===== config.mk =====
export PLATFORM = sky130hd
export DESIGN_NAME = led_frame_receiver
export DESIGN_NICKNAME = d
export VERILOG_FILES = /design/src/rtl/led_frame_receiver.sv
export SDC_FILE = /design/constraint.sdc
export NUM_CORES = 1
export LEC_CHECK = 0
export ABC_AREA = 1
export CAP_MARGIN = 10
export CORE_ASPECT_RATIO = 1.2
export CORE_MARGIN = 2
export CORE_UTILIZATION = 45
export CTS_CLUSTER_DIAMETER = 120
export DETAILED_ROUTE_END_ITERATION = 10
export GPL_TIMING_DRIVEN = 0
export PLACE_DENSITY = 0.76
export SLEW_MARGIN = 25
export SYNTH_ARGS = -nofsm -noshare
export SYNTH_HDL_FRONTEND = slang
export SYNTH_SLANG_ARGS = --single-unit

===== constraint.sdc =====
create_clock -name clk -period 6.5 [get_ports clk]
set_input_delay 0.975 -clock clk [delete_from_list [all_inputs] [get_ports clk]]
set_output_delay 0.975 -clock clk [all_outputs]
set_load 0.02 [all_outputs]

===== src/rtl/led_frame_receiver.sv =====
// Receiver for a 595-style serial LED display bus: synchronizes sclk/rclk/dio,
// assembles 16-bit frames and latches segment bytes into an 8-digit register.
module led_frame_receiver #(
  parameter int SYNC_STAGES = 2,
  parameter int TIMEOUT     = 1000
) (
  input  logic        clk,
  input  logic        rst,
  input  logic        sclk,
  input  logic        rclk,
  input  logic        dio,
  output logic [63:0] digit_seg,
  output logic [31:0] digit_num,
  output logic        frame_valid,
  output logic [2:0]  frame_digit,
  output logic        short_err,
  output logic        sel_err,
  output logic        timeout_err
);

  localparam int TO_W = $clog2(TIMEOUT + 1);

  typedef enum logic [1:0] {IDLE, SHIFT, FULL} state_t;

  // Bus bits are packed {dio, rclk, sclk} through every synchronizer stage.
  logic [SYNC_STAGES-1:0][2:0] sync_q, sync_d;
  logic [2:0]  prev_q, prev_d;
  logic [1:0]  rise_q, rise_d;
  state_t      state_q, state_d;
  logic [15:0] sr_q, sr_d;
  logic [4:0]  bit_cnt_q, bit_cnt_d;
  logic [TO_W-1:0] to_cnt_q, to_cnt_d;
  logic [63:0] digit_seg_q, digit_seg_d;
  logic [31:0] digit_num_q, digit_num_d;
  logic [2:0]  frame_digit_q, frame_digit_d;
  logic        frame_valid_q, frame_valid_d;
  logic        short_err_q, short_err_d;
  logic        sel_err_q, sel_err_d;
  logic        timeout_err_q, timeout_err_d;

  function automatic logic [3:0] seg_decode(input logic [6:0] seg);
    case (seg)
      7'h40:   seg_decode = 4'h0;
      7'h79:   seg_decode = 4'h1;
      7'h24:   seg_decode = 4'h2;
      7'h30:   seg_decode = 4'h3;
      7'h19:   seg_decode = 4'h4;
      7'h12:   seg_decode = 4'h5;
      7'h02:   seg_decode = 4'h6;
      7'h78:   seg_decode = 4'h7;
      7'h00:   seg_decode = 4'h8;
      7'h10:   seg_decode = 4'h9;
      7'h7F:   seg_decode = 4'hE;
      default: seg_decode = 4'hF;
    endcase
  endfunction

  always_comb begin
    sync_d        = {sync_q[SYNC_STAGES-2:0], {dio, rclk, sclk}};
    prev_d        = sync_q[SYNC_STAGES-1];
    rise_d        = sync_q[SYNC_STAGES-1][1:0] & ~prev_q[1:0];
    state_d       = state_q;
    sr_d          = sr_q;
    bit_cnt_d     = bit_cnt_q;
    to_cnt_d      = to_cnt_q;
    digit_seg_d   = digit_seg_q;
    digit_num_d   = digit_num_q;
    frame_digit_d = frame_digit_q;
    frame_valid_d = 1'b0;
    short_err_d   = 1'b0;
    sel_err_d     = 1'b0;
    timeout_err_d = 1'b0;

    // prev_q[2] is the dio sample aligned with the registered sclk rise.
    if (rise_q[0]) begin
      sr_d = {sr_q[14:0], prev_q[2]};
      if (bit_cnt_q != 5'd16) bit_cnt_d = bit_cnt_q + 5'd1;
      to_cnt_d = '0;
      state_d  = (bit_cnt_d == 5'd16) ? FULL : SHIFT;
    end else if (state_q == SHIFT) begin
      if (to_cnt_q == TO_W'(TIMEOUT - 1)) begin
        timeout_err_d = 1'b1;
        bit_cnt_d     = '0;
        to_cnt_d      = '0;
        state_d       = IDLE;
      end else begin
        to_cnt_d = to_cnt_q + TO_W'(1);
      end
    end

    // Latch evaluates the post-shift register so a coincident last bit counts.
    if (rise_q[1]) begin
      timeout_err_d = 1'b0;
      if (bit_cnt_d != 5'd16) begin
        short_err_d = 1'b1;
      end else if (sr_d[7:0] == 8'h00) begin
        frame_valid_d = 1'b0;
      end else if ($onehot(sr_d[7:0])) begin
        frame_valid_d = 1'b1;
        for (int k = 0; k < 8; k++) begin
          if (sr_d[k]) begin
            digit_seg_d[8*k +: 8] = sr_d[15:8];
            digit_num_d[4*k +: 4] = seg_decode(sr_d[14:8]);
            frame_digit_d         = 3'(k);
          end
        end
      end else begin
        sel_err_d = 1'b1;
      end
      bit_cnt_d = '0;
      to_cnt_d  = '0;
      state_d   = IDLE;
    end
  end

  always_ff @(posedge clk) begin
    if (rst) begin
      sync_q        <= '0;
      prev_q        <= '0;
      rise_q        <= '0;
      state_q       <= IDLE;
      sr_q          <= '0;
      bit_cnt_q     <= '0;
      to_cnt_q      <= '0;
      digit_seg_q   <= {8{8'hFF}};
      digit_num_q   <= {8{4'hE}};
      frame_digit_q <= '0;
      frame_valid_q <= 1'b0;
      short_err_q   <= 1'b0;
      sel_err_q     <= 1'b0;
      timeout_err_q <= 1'b0;
    end else begin
      sync_q        <= sync_d;
      prev_q        <= prev_d;
      rise_q        <= rise_d;
      state_q       <= state_d;
      sr_q          <= sr_d;
      bit_cnt_q     <= bit_cnt_d;
      to_cnt_q      <= to_cnt_d;
      digit_seg_q   <= digit_seg_d;
      digit_num_q   <= digit_num_d;
      frame_digit_q <= frame_digit_d;
      frame_valid_q <= frame_valid_d;
      short_err_q   <= short_err_d;
      sel_err_q     <= sel_err_d;
      timeout_err_q <= timeout_err_d;
    end
  end

  assign digit_seg   = digit_seg_q;
  assign digit_num   = digit_num_q;
  assign frame_digit = frame_digit_q;
  assign frame_valid = frame_valid_q;
  assign short_err   = short_err_q;
  assign sel_err     = sel_err_q;
  assign timeout_err = timeout_err_q;

endmodule


# Word level (Yosys, flattened, before mapping)
# Index checks and enable logic that the tools add are counted.
[word_totals]
regBits = 147
latchBits = 0
ramBits = 0
rom_bits = 0
inputBits = 5
out_inout_bits = 103
n_memories = 0
[classes]
n_addsub = 9
n_mul = 0
div_mod_pow = 0
n_lt_le_gt_ge = 0
n_eq_ne = 16
shifts = 0
muxes = 24
n_bitwise = 6
reduce_logical = 20
[op_table]
columns = ["operator", "count"]
rows = [
  ["$reduce_and 5->1", 9],
  ["$pmux 4 s11", 1],
  ["$eq 7x7->1 const B", 4],
  ["$mux 5", 5],
  ["$mux 3", 8],
  ["$eq 7x5->1 const B", 3],
  ["$mux 16", 1],
  ["$eq 7x6->1 const B", 2],
  ["$add 10x1->10 const B", 1],
  ["$eq 10x10->1 const B", 1],
  ["$mux 10", 1],
  ["$ne 5x5->1 const B", 2],
  ["$add 1x1->2", 4],
  ["$logic_not 8->1", 1],
  ["$mux 2", 4],
  ["$reduce_bool 8->1", 1],
  ["$reduce_or 4->1", 2],
  ["$eq 7x2->1 const B", 1],
  ["$logic_not 7->1", 1],
  ["$add 2x2->3", 2],
  ["$add 5x1->5 const B", 1],
  ["$eq 5x5->1 const B", 1],
  ["$add 3x3->4", 1],
  ["$eq 4x1->1 const B", 1],
  ["9 further kinds", 17],
]

# Depth between registers and ports, before layout
[depth]
depth_word = 9
ltp_mapped = 23
ltp_nobuf = 20

# Least setup slack after synthesis
# OpenSTA, ideal clock, no wires.
[synth_timing]
kind = "register to register"
from = "register rise_q[0]"
to = "register digit_num_q[5] (netlist: digit_num[5])"
setup_time_ns = 0.064
t_arrival_ns = 4.501
slack_ns = 1.935
path_stages_with_launch = 23
path_buffers = 4
synth_period_minus_slack_ns = 4.565
path_cell_list = "dfxtp_1 buf_6 buf_6 o21ai_0 fa_1 fa_1 fa_1 inv_1 ha_1 inv_1 fa_1 inv_1 nand2_1 nor2_1 o2bb2ai_1 nand3_1 nor2_1 nand3_4 inv_2 buf_6 buf_6 nand3_2 nand3_1"
[synth_via]
elab_chain_cells = 6
[synth_lines]
columns = ["item", "line_no", "text"]
rows = [
  ["from (decl)", "28", "logic [1:0] rise_q, rise_d;"],
  ["from (signal assigned)", "135", "rise_q <= rise_d;"],
  ["$mux 16", "75", "if (rise_q[0]) begin"],
  ["$add 1x1->2 (not written as such)", "98", "end else if ($onehot(sr_d[7:0])) begin"],
  ["$add 2x2->3 (not written as such)", "98", ""],
  ["$add 3x3->4 (not written as such)", "98", ""],
  ["$eq 4x1->1", "98", ""],
  ["$reduce_and 5->1 (no line)", "-", ""],
  ["to (signal assigned)", "126", "digit_num_q <= {8{4'hE}};"],
  ["to (signal assigned)", "141", "digit_num_q <= digit_num_d;"],
  ["to (decl)", "34", "logic [31:0] digit_num_q, digit_num_d;"],
]
# Parallel ways exist; a longest one is shown, timed or not.
# A chain may end at the register's enable or synchronous reset.

# Final worst setup path
[layout_timing]
from = "register rise_q[0]"
to = "register digit_num_q[6] (netlist: digit_num[6])"
# Same word-level chain as after synthesis.

==> results.md <==
- Status: finished clean
- Antenna violations before repair: 0
- Clock skew: 0.00886 ns
- NumNets Final: 981
- PwrDens: 242 nW/um2
- Rows: 47
- Die Area: 15000 um2
- Combinational Power Share: 0.051
- Layout area overhead: 29.6%
- WS Path Type: reg -> reg
- Initial DRC count: 339
- Synth top area cells: dfxtp_1 (46%), nand3_1 (15%), nand2_1 (10%)
- Top-count cell post-synth: nand3_1
- Avg Cell Area, Syn: 7.55 um2
- Input/output buffers: 107
- Main combinational cell family by area after synthesis: simple AND/OR/NAND/NOR gates
- Crit Path Max Fanout: 10
- Ant. Diodes: 0
- Clk Latency, worst-skew pair: 0.43 ns
- Gr ovfl total: 0
- Highest clock rate: 181 MHz
- Final period utilization: 0.851
- Internal power: 1.51 mW
- Via density: 5.22
- CP Launch Type: flop
- Fin cells: 1149
- Gpl congestion: 0.909
- Cells after Synth: 839
- Max cap viols: 0
- Core Box Area: 13800 um2
- Mux contribution to synthesized area: 0
- Crit path time final: 5.53 ns
- Syn Nets: 855
- Cts repair resizes: 0
- Final setup viols: 0
- Asr flop ratio synth: 0
- Ys flop type: dfxtp_1
- Pre-CTS WS: 1.11 ns
- HP Class: reg -> reg
- Hold_ws: 0.398 ns
- Storage cell area: 2940 um2
- Setup TNS Final: 0 ns
- Yosys warning count: 0
- Adder-Cell Fraction of Synth Area: 0.0265
- Max-slew violations: 0
- Compound-gate portion of the synthesized area: 0.0350
- Sequential share of the synthesized area: 0.465
- DP Cell Count: 1117
- Slew @ Worst Pin: 0.807 ns
- Relative slew slack: 0.456
- Clk pin slew, worst setup/hold paths: 0.06 ns
- H-tree levels: 4
- Post-synth EDFFs: 0
- Reg-to-Reg Start: rise_q[0]
- Worst setup EP type: flop
- Switching power: 0.481 mW
- CP required: 6.86 ns
- Post-synth top area share: 0.465
- Final wirelength: 18.0 mm
- Sw frac: 0.241
- Final Hold Viols: 0
- Vias in the first global route: 5703
- ANT nets after route: 0
- Multi-input combinational cell area: 2830 um2
- Post-Synthesis Cell Area: 6330 um2
- CTS max path bufs: 2
- Hold_buf cts: 0
- Worst Min Path Start: sync_d[4]
- Tot GR Track Use: 0.241
- Unique cell type count in the Yosys netlist: 36
- Initial core utilization: 0.460
- Drt first pass iters: 5
- Crit. Startpoint: rise_q[0]
- Die width: 112 um
- Post-CTS setup buffer count: 0
- CTS Buf Count: 17
- Num ports: 108
- Clock network power share: 0.492
- Sink Count: 147
- Unrepaired setup endpoints after global routing: no
- Largest area contributor in the netlist: dfxtp_1
- Maximum vdd drop: 0.000159 V
- Post-Synth XOR/XNOR Area: 0.00691
- Synth Area in Simple Gates: 0.378
- Residual DRC: 0
- Root Driver: clkbuf_16
- Chip height: 134 um
- # fillers: 1237
- HPWL Detailed: 12.5 mm
- Critical path arrival: 5.90 ns
- Drt wl/cell: 15.6 um
- Top post-synthesis cells by count: nand3_1 (184), nand2_1 (172), dfxtp_1 (147)
- CTS tree: yes
- PnR worst setup slack: 0.967 ns
- Share of cells above drive strength 1: 0.107
- Sequential Power Share: 0.457
- Largest net degree at the start of global routing: 17
- Via count: 6003
- First-pass GRT wire length: 28.6 mm
- FF+latch count, synth: 147
- Leak Pwr: 3.77 nW
==> cell families after synthesis <==
group	count (synthesis)
AOI/OAI and AO/OA	36
xor gates and xnor gates	5
adders and majority gates	11
buffers and inverters	128
DFF	147
and+or+nand+nor	512
==> flip-flops by register name (all words and copies together), names as in the netlist <==
| name | count |
|---|---|
| frame_valid | 1 |
| bit_cnt_q | 5 |
| prev_d | 3 |
| short_err | 1 |
| sel_err | 1 |
| state_q | 2 |
| prev_q | 3 |
| sr_q | 16 |
| rise_q | 2 |
| to_cnt_q | 10 |
| digit_seg | 64 |
| digit_num | 32 |
| timeout_err | 1 |
| frame_digit | 3 |
| sync_d | 3 |
==> layer usage <==
layer,track usage,vias to the layer above,share of wire
li1,-,2974,-
met1,0.271,2798,0.40
met5,0,-,0
met2,0.428,195,0.50
met3,0.0696,36,0.071
met4,0.0949,0,0.024
==> placed cells by master (no fill, tap or decap), drive strengths merged <==
master         synthesis  final
dfxtp                147    147
nor2                  96     96
nand2                178    178
fa                     4      4
buf                   35     35
bufinv                 0      2
nand3b                 1      1
inv                   75     79
clkinvlp               0      4
nor3                  13     13
clkbuf                17     35
and3                   1      1
xnor2                  1      1
clkdlybuf4s50          0    107
nand3                198    198
xor2                   4      4
o2bb2ai                1      1
a21oi                 14     14
or2                    8      8
ha                     7      7
clkinv                 1      5
nand4                 17     17
o21ai                 21     21
==> worst max-delay path, stage by stage, from the launching register on <==
cell and delay, ns:
dfxtp_1 0.37, buf_6 0.18, buf_6 0.14, o21ai_0 0.65, fa_1 0.55, fa_1 0.51
fa_1 0.41, inv_1 0.06, ha_1 0.17, inv_1 0.06, fa_1 0.36, inv_1 0.09
nand2_1 0.05, nor2_1 0.10, o2bb2ai_1 0.14, nand3_1 0.15, nor2_1 0.55, nand3_4 0.19
inv_2 0.20, buf_6 0.18, buf_6 0.18, nand3_2 0.07, nand3_1 0.08
==> final timing paths <==
path	to	slack [ns]	cells after the start
setup reg to reg	digit_num[6]	0.97	22
hold reg to reg	prev_d[1]	0.40	2
setup / recovery	digit_num[6]	0.97	22
hold / removal	prev_d[1]	0.40	2
==> through the flow <==
step | total power, mW | util | cell area, um2
after global routing | 2.05 | 0.597 | 8210
after detailed placement | 1.03 | 0.554 | 7620
after floorplan | 0.999 | - | 6330
final | 1.99 | 0.597 | 8210
after global placement | 1.03 | 0.554 | 7620
after CTS | 2.00 | 0.597 | 8210
==> final cells by class <==
class                   count  share of cell area
plain buffers              52              0.0340
clock buffers              18              0.0535
clock inverters            14              0.0186
inverters                  76              0.0347
multi-input cells         564               0.344
flip-flops and latches    147               0.358
well taps                 171              0.0261
repair buffers            107               0.130
==> power by group through the flow <==
| stage | clock network, mW | registers, mW | logic (mW) |
|---|---|---|---|
| CTS | 0.990 | 0.909 | 0.0989 |
| floorplan | 0 | 0.929 | 0.0703 |
| global placement | 0 | 0.929 | 0.0961 |
| finish | 0.981 | 0.909 | 0.101 |
| detailed placement | 0 | 0.929 | 0.0977 |
| global route | 1.03 | 0.910 | 0.112 |
Power figures use the tool's default switching activity.
